[src/rtl/axi_ready_policy_gen.sv]
// Multi-channel AXI READY generator: each valid/ready channel gets its own run-time
// back-pressure policy (no back-pressure, single-shot delay, oscillator, LFSR random).
`timescale 1ns/1ps
module axi_ready_policy_gen #(
    parameter int          NUM_CH    = 5,
    parameter int          CNT_W     = 8,
    parameter int          MAX_STALL = 64,
    parameter logic [15:0] LFSR_SEED = 16'hACE1,
    localparam int         CH_W      = (NUM_CH > 1) ? $clog2(NUM_CH) : 1
) (
    input  logic                 aclk,
    input  logic                 aresetn,
    input  logic                 cfg_wr,
    input  logic [CH_W-1:0]      cfg_ch,
    input  logic [1:0]           cfg_mode,
    input  logic [CNT_W-1:0]     cfg_low,
    input  logic [CNT_W-1:0]     cfg_high,
    input  logic [7:0]           cfg_thresh,
    input  logic                 cnt_clr,
    input  logic [NUM_CH-1:0]    valid,
    output logic [NUM_CH-1:0]    ready,
    output logic [NUM_CH*16-1:0] hs_cnt,
    output logic [NUM_CH-1:0]    stall_force
);

    typedef enum logic [1:0] {
        MODE_NOBP   = 2'd0,
        MODE_SINGLE = 2'd1,
        MODE_OSC    = 2'd2,
        MODE_RANDOM = 2'd3
    } mode_e;

    // Stall counter can reach MAX_STALL itself (the cycle the forced ready is presented).
    localparam int                STALL_W   = (MAX_STALL > 1) ? $clog2(MAX_STALL + 1) : 1;
    localparam logic [STALL_W-1:0] STALL_LIM = STALL_W'(MAX_STALL - 1);

    generate
        for (genvar gi = 0; gi < NUM_CH; gi++) begin : g_ch
            localparam logic [15:0] SEED_X = LFSR_SEED ^ 16'(gi);
            localparam logic [15:0] SEED   = (SEED_X == 16'd0) ? 16'd1 : SEED_X;

            mode_e              mode_q,   mode_d;
            logic [CNT_W-1:0]   low_q,    low_d;
            logic [CNT_W-1:0]   high_q,   high_d;
            logic [7:0]         thresh_q, thresh_d;
            logic [CNT_W-1:0]   cnt_q,    cnt_d;
            logic               phase_q,  phase_d;
            logic [15:0]        lfsr_q,   lfsr_d;
            logic [STALL_W-1:0] stall_q,  stall_d;
            logic               ready_q,  ready_d;
            logic               sf_q,     sf_d;
            logic [15:0]        hs_q,     hs_d;

            logic               cfg_hit;
            logic               hs;
            logic               stall_hit;
            logic [CNT_W-1:0]   low_end;
            logic [CNT_W-1:0]   high_end;

            assign cfg_hit   = cfg_wr & (cfg_ch == CH_W'(gi));
            assign hs        = valid[gi] & ready_q;
            assign stall_hit = (MAX_STALL != 0) && (stall_q == STALL_LIM);
            // Phase lengths of zero behave as one cycle.
            assign low_end   = (low_q  == '0) ? '0 : low_q  - 1'b1;
            assign high_end  = (high_q == '0) ? '0 : high_q - 1'b1;

            always_comb begin
                mode_d   = mode_q;
                low_d    = low_q;
                high_d   = high_q;
                thresh_d = thresh_q;
                cnt_d    = cnt_q;
                phase_d  = phase_q;
                stall_d  = stall_q;
                ready_d  = ready_q;
                sf_d     = 1'b0;
                lfsr_d   = {lfsr_q[14:0], lfsr_q[15] ^ lfsr_q[13] ^ lfsr_q[12] ^ lfsr_q[10]};

                if (cnt_clr) begin
                    hs_d = '0;
                end else if (hs && (hs_q != 16'hFFFF)) begin
                    hs_d = hs_q + 16'd1;
                end else begin
                    hs_d = hs_q;
                end

                // A config write overrides whatever the policy would have done this edge.
                if (cfg_hit) begin
                    mode_d   = mode_e'(cfg_mode);
                    low_d    = cfg_low;
                    high_d   = cfg_high;
                    thresh_d = cfg_thresh;
                    cnt_d    = '0;
                    stall_d  = '0;
                    phase_d  = 1'b0;
                    ready_d  = (cfg_mode == MODE_NOBP);
                end else begin
                    case (mode_q)
                        MODE_NOBP: ready_d = 1'b1;
                        MODE_SINGLE: begin
                            if (hs) begin
                                ready_d = 1'b0;
                                cnt_d   = '0;
                            end else if (valid[gi]) begin
                                if (cnt_q == low_q) ready_d = 1'b1;
                                else                cnt_d   = cnt_q + 1'b1;
                            end
                        end
                        MODE_OSC: begin
                            if (!phase_q) begin
                                if (cnt_q == low_end) begin
                                    phase_d = 1'b1;
                                    cnt_d   = '0;
                                    ready_d = 1'b1;
                                end else begin
                                    cnt_d   = cnt_q + 1'b1;
                                    ready_d = 1'b0;
                                end
                            end else begin
                                if (cnt_q == high_end) begin
                                    phase_d = 1'b0;
                                    cnt_d   = '0;
                                    ready_d = 1'b0;
                                end else begin
                                    cnt_d   = cnt_q + 1'b1;
                                    ready_d = 1'b1;
                                end
                            end
                        end
                        MODE_RANDOM: begin
                            ready_d = (lfsr_q[7:0] < thresh_q) | stall_hit;
                            sf_d    = stall_hit;
                            if (hs || !valid[gi])     stall_d = '0;
                            else if (stall_q != '1)   stall_d = stall_q + 1'b1;
                        end
                        default: ready_d = 1'b0;
                    endcase
                end
            end

            always_ff @(posedge aclk or negedge aresetn) begin
                if (!aresetn) begin
                    mode_q   <= MODE_NOBP;
                    low_q    <= '0;
                    high_q   <= '0;
                    thresh_q <= '0;
                    cnt_q    <= '0;
                    phase_q  <= 1'b0;
                    lfsr_q   <= SEED;
                    stall_q  <= '0;
                    ready_q  <= 1'b0;
                    sf_q     <= 1'b0;
                    hs_q     <= '0;
                end else begin
                    mode_q   <= mode_d;
                    low_q    <= low_d;
                    high_q   <= high_d;
                    thresh_q <= thresh_d;
                    cnt_q    <= cnt_d;
                    phase_q  <= phase_d;
                    lfsr_q   <= lfsr_d;
                    stall_q  <= stall_d;
                    ready_q  <= ready_d;
                    sf_q     <= sf_d;
                    hs_q     <= hs_d;
                end
            end

            assign ready[gi]            = ready_q;
            assign stall_force[gi]      = sf_q;
            assign hs_cnt[16*gi +: 16]  = hs_q;
        end
    endgenerate

endmodule

[config.mk]
export PLATFORM = sky130hd
export DESIGN_NAME = axi_ready_policy_gen
export DESIGN_NICKNAME = d
export VERILOG_FILES = /design/src/rtl/axi_ready_policy_gen.sv
export SDC_FILE = /design/constraint.sdc
export NUM_CORES = 1
export LEC_CHECK = 0
export CAP_MARGIN = 5
export CELL_PAD_IN_SITES_DETAIL_PLACEMENT = 1
export CELL_PAD_IN_SITES_GLOBAL_PLACEMENT = 2
export CORE_MARGIN = 3
export CORE_UTILIZATION = 30
export CTS_CLUSTER_SIZE = 28
export DETAILED_ROUTE_END_ITERATION = 7
export MAX_ROUTING_LAYER = met4
export PLACE_DENSITY = 0.69
export SLEW_MARGIN = 20
export SYNTH_ARGS = -nofsm -noshare
export SYNTH_HDL_FRONTEND = slang
export SYNTH_SLANG_ARGS = --single-unit
[constraint.sdc]
create_clock -name aclk -period 3.1 [get_ports aclk]
set_input_delay 0.465 -clock aclk [delete_from_list [all_inputs] [get_ports aclk]]
set_output_delay 0.465 -clock aclk [all_outputs]
set_load 0.03 [all_outputs]
==> flow_metrics.env <==
export IMPL_status="completed"
export IMPL_dp_cells=3262
export IMPL_synth_commonest_cells="405 x nand2_1, 339 x dfrtp_1, 161 x nor2_1"
export IMPL_cts_buffers=46
export IMPL_path_clk_slew_ns=0.06
export IMPL_firstDrtPassIters=5
export IMPL_critical_path_cell_chain="inv_2 -> ha_4 -> or4b_4 -> or4b_4 -> and3_4 -> nor4b_4 -> a41oi_2 -> o31a_2 -> a31oi_1 -> o31ai_1"
export IMPL_finClkSkew_ns=0.0188
export IMPL_leakage_nw=11.1
export IMPL_regToRegEndpoint="g_ch[1].cnt_q[6]$_DFFE_PN0P_"
export IMPL_initial_core_util_pct=30.6
export IMPL_cp_max_fo=5
export IMPL_synth_edff_count=0
export IMPL_insertion_delay_ns=0.59
export IMPL_cts_tree="yes"
export IMPL_r2r_start="g_ch[1].high_q[0]$_DFFE_PN0P_"
export IMPL_drv_cap=0
export IMPL_period_needed_ns=3.06
export IMPL_hold_viol=0
export IMPL_fmax_mhz=327
export IMPL_crit_path_max_incr_delay_ns=0.52
export IMPL_yosysTopAreaCell="dfrtp_1"
export IMPL_yosys_most_used_dff="dfrtp_1"
export IMPL_synth_cells=2293
export IMPL_maxSlewViolCount=0
export IMPL_drc=0
export IMPL_fin_util_pct=37.2
export IMPL_synth_area_sq_um=20700
export IMPL_end_kind="flip-flop"
export IMPL_root_buffer="clkbuf_16"
export IMPL_portBuffers=127
export IMPL_hp_class="reg -> reg"
export IMPL_ff2ff_setup_slack_ns=0.04
export IMPL_grt_max_degree=81
export IMPL_relSlewSlack_pct=21.9
export IMPL_drt_total_wl_microns=64600
export IMPL_overflow=0
export IMPL_place_ws_ns=0.00413
export IMPL_power_mw=16.7
export IMPL_wl_per_cell_microns=19.2
export IMPL_core_sq_um=67800
export IMPL_ys_seq_elements=380
export IMPL_die_area_sq_um=72200
export IMPL_ir_drop_v=0.000398
export IMPL_io_pins=128
export IMPL_die_y_microns=269
export IMPL_grt_pass1_wl_microns=104000
export IMPL_grt_pass1_vias=18200
export IMPL_reg2reg_depth=10
export IMPL_tightest_slew_ns=1.16
export IMPL_setup_violations=0
export IMPL_hpwl_microns=46100
export IMPL_fin_cells=3355
export IMPL_crit_type="reg -> reg"
export IMPL_vias=17300
export IMPL_cp_required_ns=3.54
export IMPL_crit_arrival_ns=3.50
export IMPL_crit_end="g_ch[1].cnt_q[6]$_DFFE_PN0P_"
export IMPL_synth_area_top_cells="dfrtp_1 41%, nand2_1 7.3%, dfstp_2 5.2%"
export IMPL_syn_num_nets=2391
export IMPL_slowest_stage="or4b_4"
export IMPL_dieWidth_microns=269
export IMPL_rsz0062_at_grt="yes"
export IMPL_worstHoldPathCells=0
export IMPL_clock_sinks=380
export IMPL_synth_top_area_share_pct=40.9
export IMPL_routabilityCongestion=0.867
export IMPL_placedInstanceArea_sq_um=23400
export IMPL_setup_tns_ns=0
export IMPL_worst_slack_ns=0.0384
export IMPL_seq_area_frac_synth_pct=46.1
export IMPL_postLayoutCellArea_sq_um=25200
export IMPL_yosysMostFrequentCell="nand2_1"
export IMPL_cts_max_path_buffers=3
export IMPL_area_growth_pct=21.7
export IMPL_setup_worst_path_start="g_ch[1].high_q[0]$_DFFE_PN0P_"
export IMPL_yosysWarnings=0
export IMPL_startpoint_type="flip-flop"
export IMPL_row_count=95
export IMPL_drive_gt1_share_pct=11.7
export IMPL_critPathMostFrequentCell="or4b_4"
export IMPL_ant_nets=0
export IMPL_viasPerCell=5.17
export IMPL_syn_area_per_cell_sq_um=9.03
export IMPL_power_density_nw_per_um2=662
export IMPL_fin_crit_sh_pct=98.8
export IMPL_whs_ns=0.347
export IMPL_drt_iter0_drc=851
export IMPL_h_tree_depth=2
export IMPL_synthArstFlopShare_pct=100
export IMPL_nNetsFinal=2542
export IMPL_synth_cell_types=88
export IMPL_antenna_found_initial=2
export IMPL_track_usage_pct=18.5
==> worst min path at each step <==
stage | startpoint | endpoint | slack (ns)
floorplan | aresetn | g_ch[0].cnt_q[0]$_DFFE_PN0P_ | 0.17
global placement | g_ch[1].lfsr_q[8]$_DFF_PN0_ | g_ch[1].lfsr_q[9]$_DFF_PN0_ | 0.33
detailed placement | g_ch[1].lfsr_q[8]$_DFF_PN0_ | g_ch[1].lfsr_q[9]$_DFF_PN0_ | 0.34
CTS | g_ch[1].lfsr_q[14]$_DFF_PN0_ | g_ch[1].lfsr_q[15]$_DFF_PN1_ | 0.35
global route | g_ch[1].lfsr_q[5]$_DFF_PN1_ | g_ch[1].lfsr_q[6]$_DFF_PN1_ | 0.35
finish | g_ch[1].lfsr_q[8]$_DFF_PN0_ | g_ch[1].lfsr_q[9]$_DFF_PN0_ | 0.35
==> power by group <==
group | internal (mW) | switching (mW)
Combinational | 1.97 | 2.63
Clock | 3.54 | 2.28
Sequential | 5.51 | 0.771
Total | 11.0 | 5.68
==> cell type report <==
type                       count  area, sq um
inverter                     101          379
multi-input combinational   1679        10400
clock inverter                25          334
timing repair buffer         236         2150
antenna                        2         5.00
sequential                   380         9560
clock buffer                  59         1290
tap                          873         1090
fill                        7788        42500
==> worst max-delay path, delay by kind of cell (launching register included) <==
family                   cells  cell delay [ns]
adder cells (fa/ha/maj)      1             0.13
flip-flops                   1             0.39
AO/OA/AOI/OAI                4             0.91
buffers and inverters        1             0.08
AND/OR/NAND/NOR              4             1.41
==> registers in the layout (all words and copies together), names as in the netlist <==
signal         cells
g_ch.phase_q       5
g_ch.lfsr_q       80
g_ch.ready_q       5
g_ch.sf_q          5
g_ch.cnt_q        40
g_ch.stall_q      35
g_ch.thresh_q     40
g_ch.low_q        40
g_ch.mode_q       10
g_ch.high_q       40
g_ch.hs_q         80
==> cell usage in the layout, fill, tap and decap left out, drive strengths merged, types with 75 or more instances in the layout <==
| master | Yosys | routed |
|---|---|---|
| nand3 | 76 | 76 |
| buf | 21 | 110 |
| xor2 | 105 | 105 |
| clkdlybuf4s50 | 0 | 125 |
| inv | 101 | 104 |
| xnor2 | 75 | 75 |
| nand2 | 405 | 405 |
| dfrtp | 339 | 339 |
| nor2 | 161 | 161 |
| o21ai | 149 | 149 |
==> logic make-up after synthesis <==
| logic type | synth area share (%) |
|---|---|
| buf+inv | 4.55 |
| compound gates | 13.6 |
| simple gates | 23.3 |
| xor+xnor | 7.72 |
| mux | 1.12 |
| flops | 46.1 |
| fa+ha+maj | 3.62 |
==> per-layer routing <==
metal,vias to the layer above,track usage (%),routed length (microns)
met4,0,4.41,1300
met5,-,-,0
met2,193,30.2,30900
met3,76,2.42,1700
li1,8271,-,-
met1,8805,24.6,30700
==> repair_timing <==
| item | CTS | global route |
|---|---|---|
| cloned | 0 | 1 |
| hold buffers | 1 | 0 |
| gates resized for setup | 2 | 37 |
| buffers inserted | 0 | 5 |
| pin swaps | 0 | 15 |
| endpoints found under the setup margin | 4 | 40 |
| hold endpoints to repair | 48 | 0 |
Note: power is estimated with default switching activity, not from simulation.
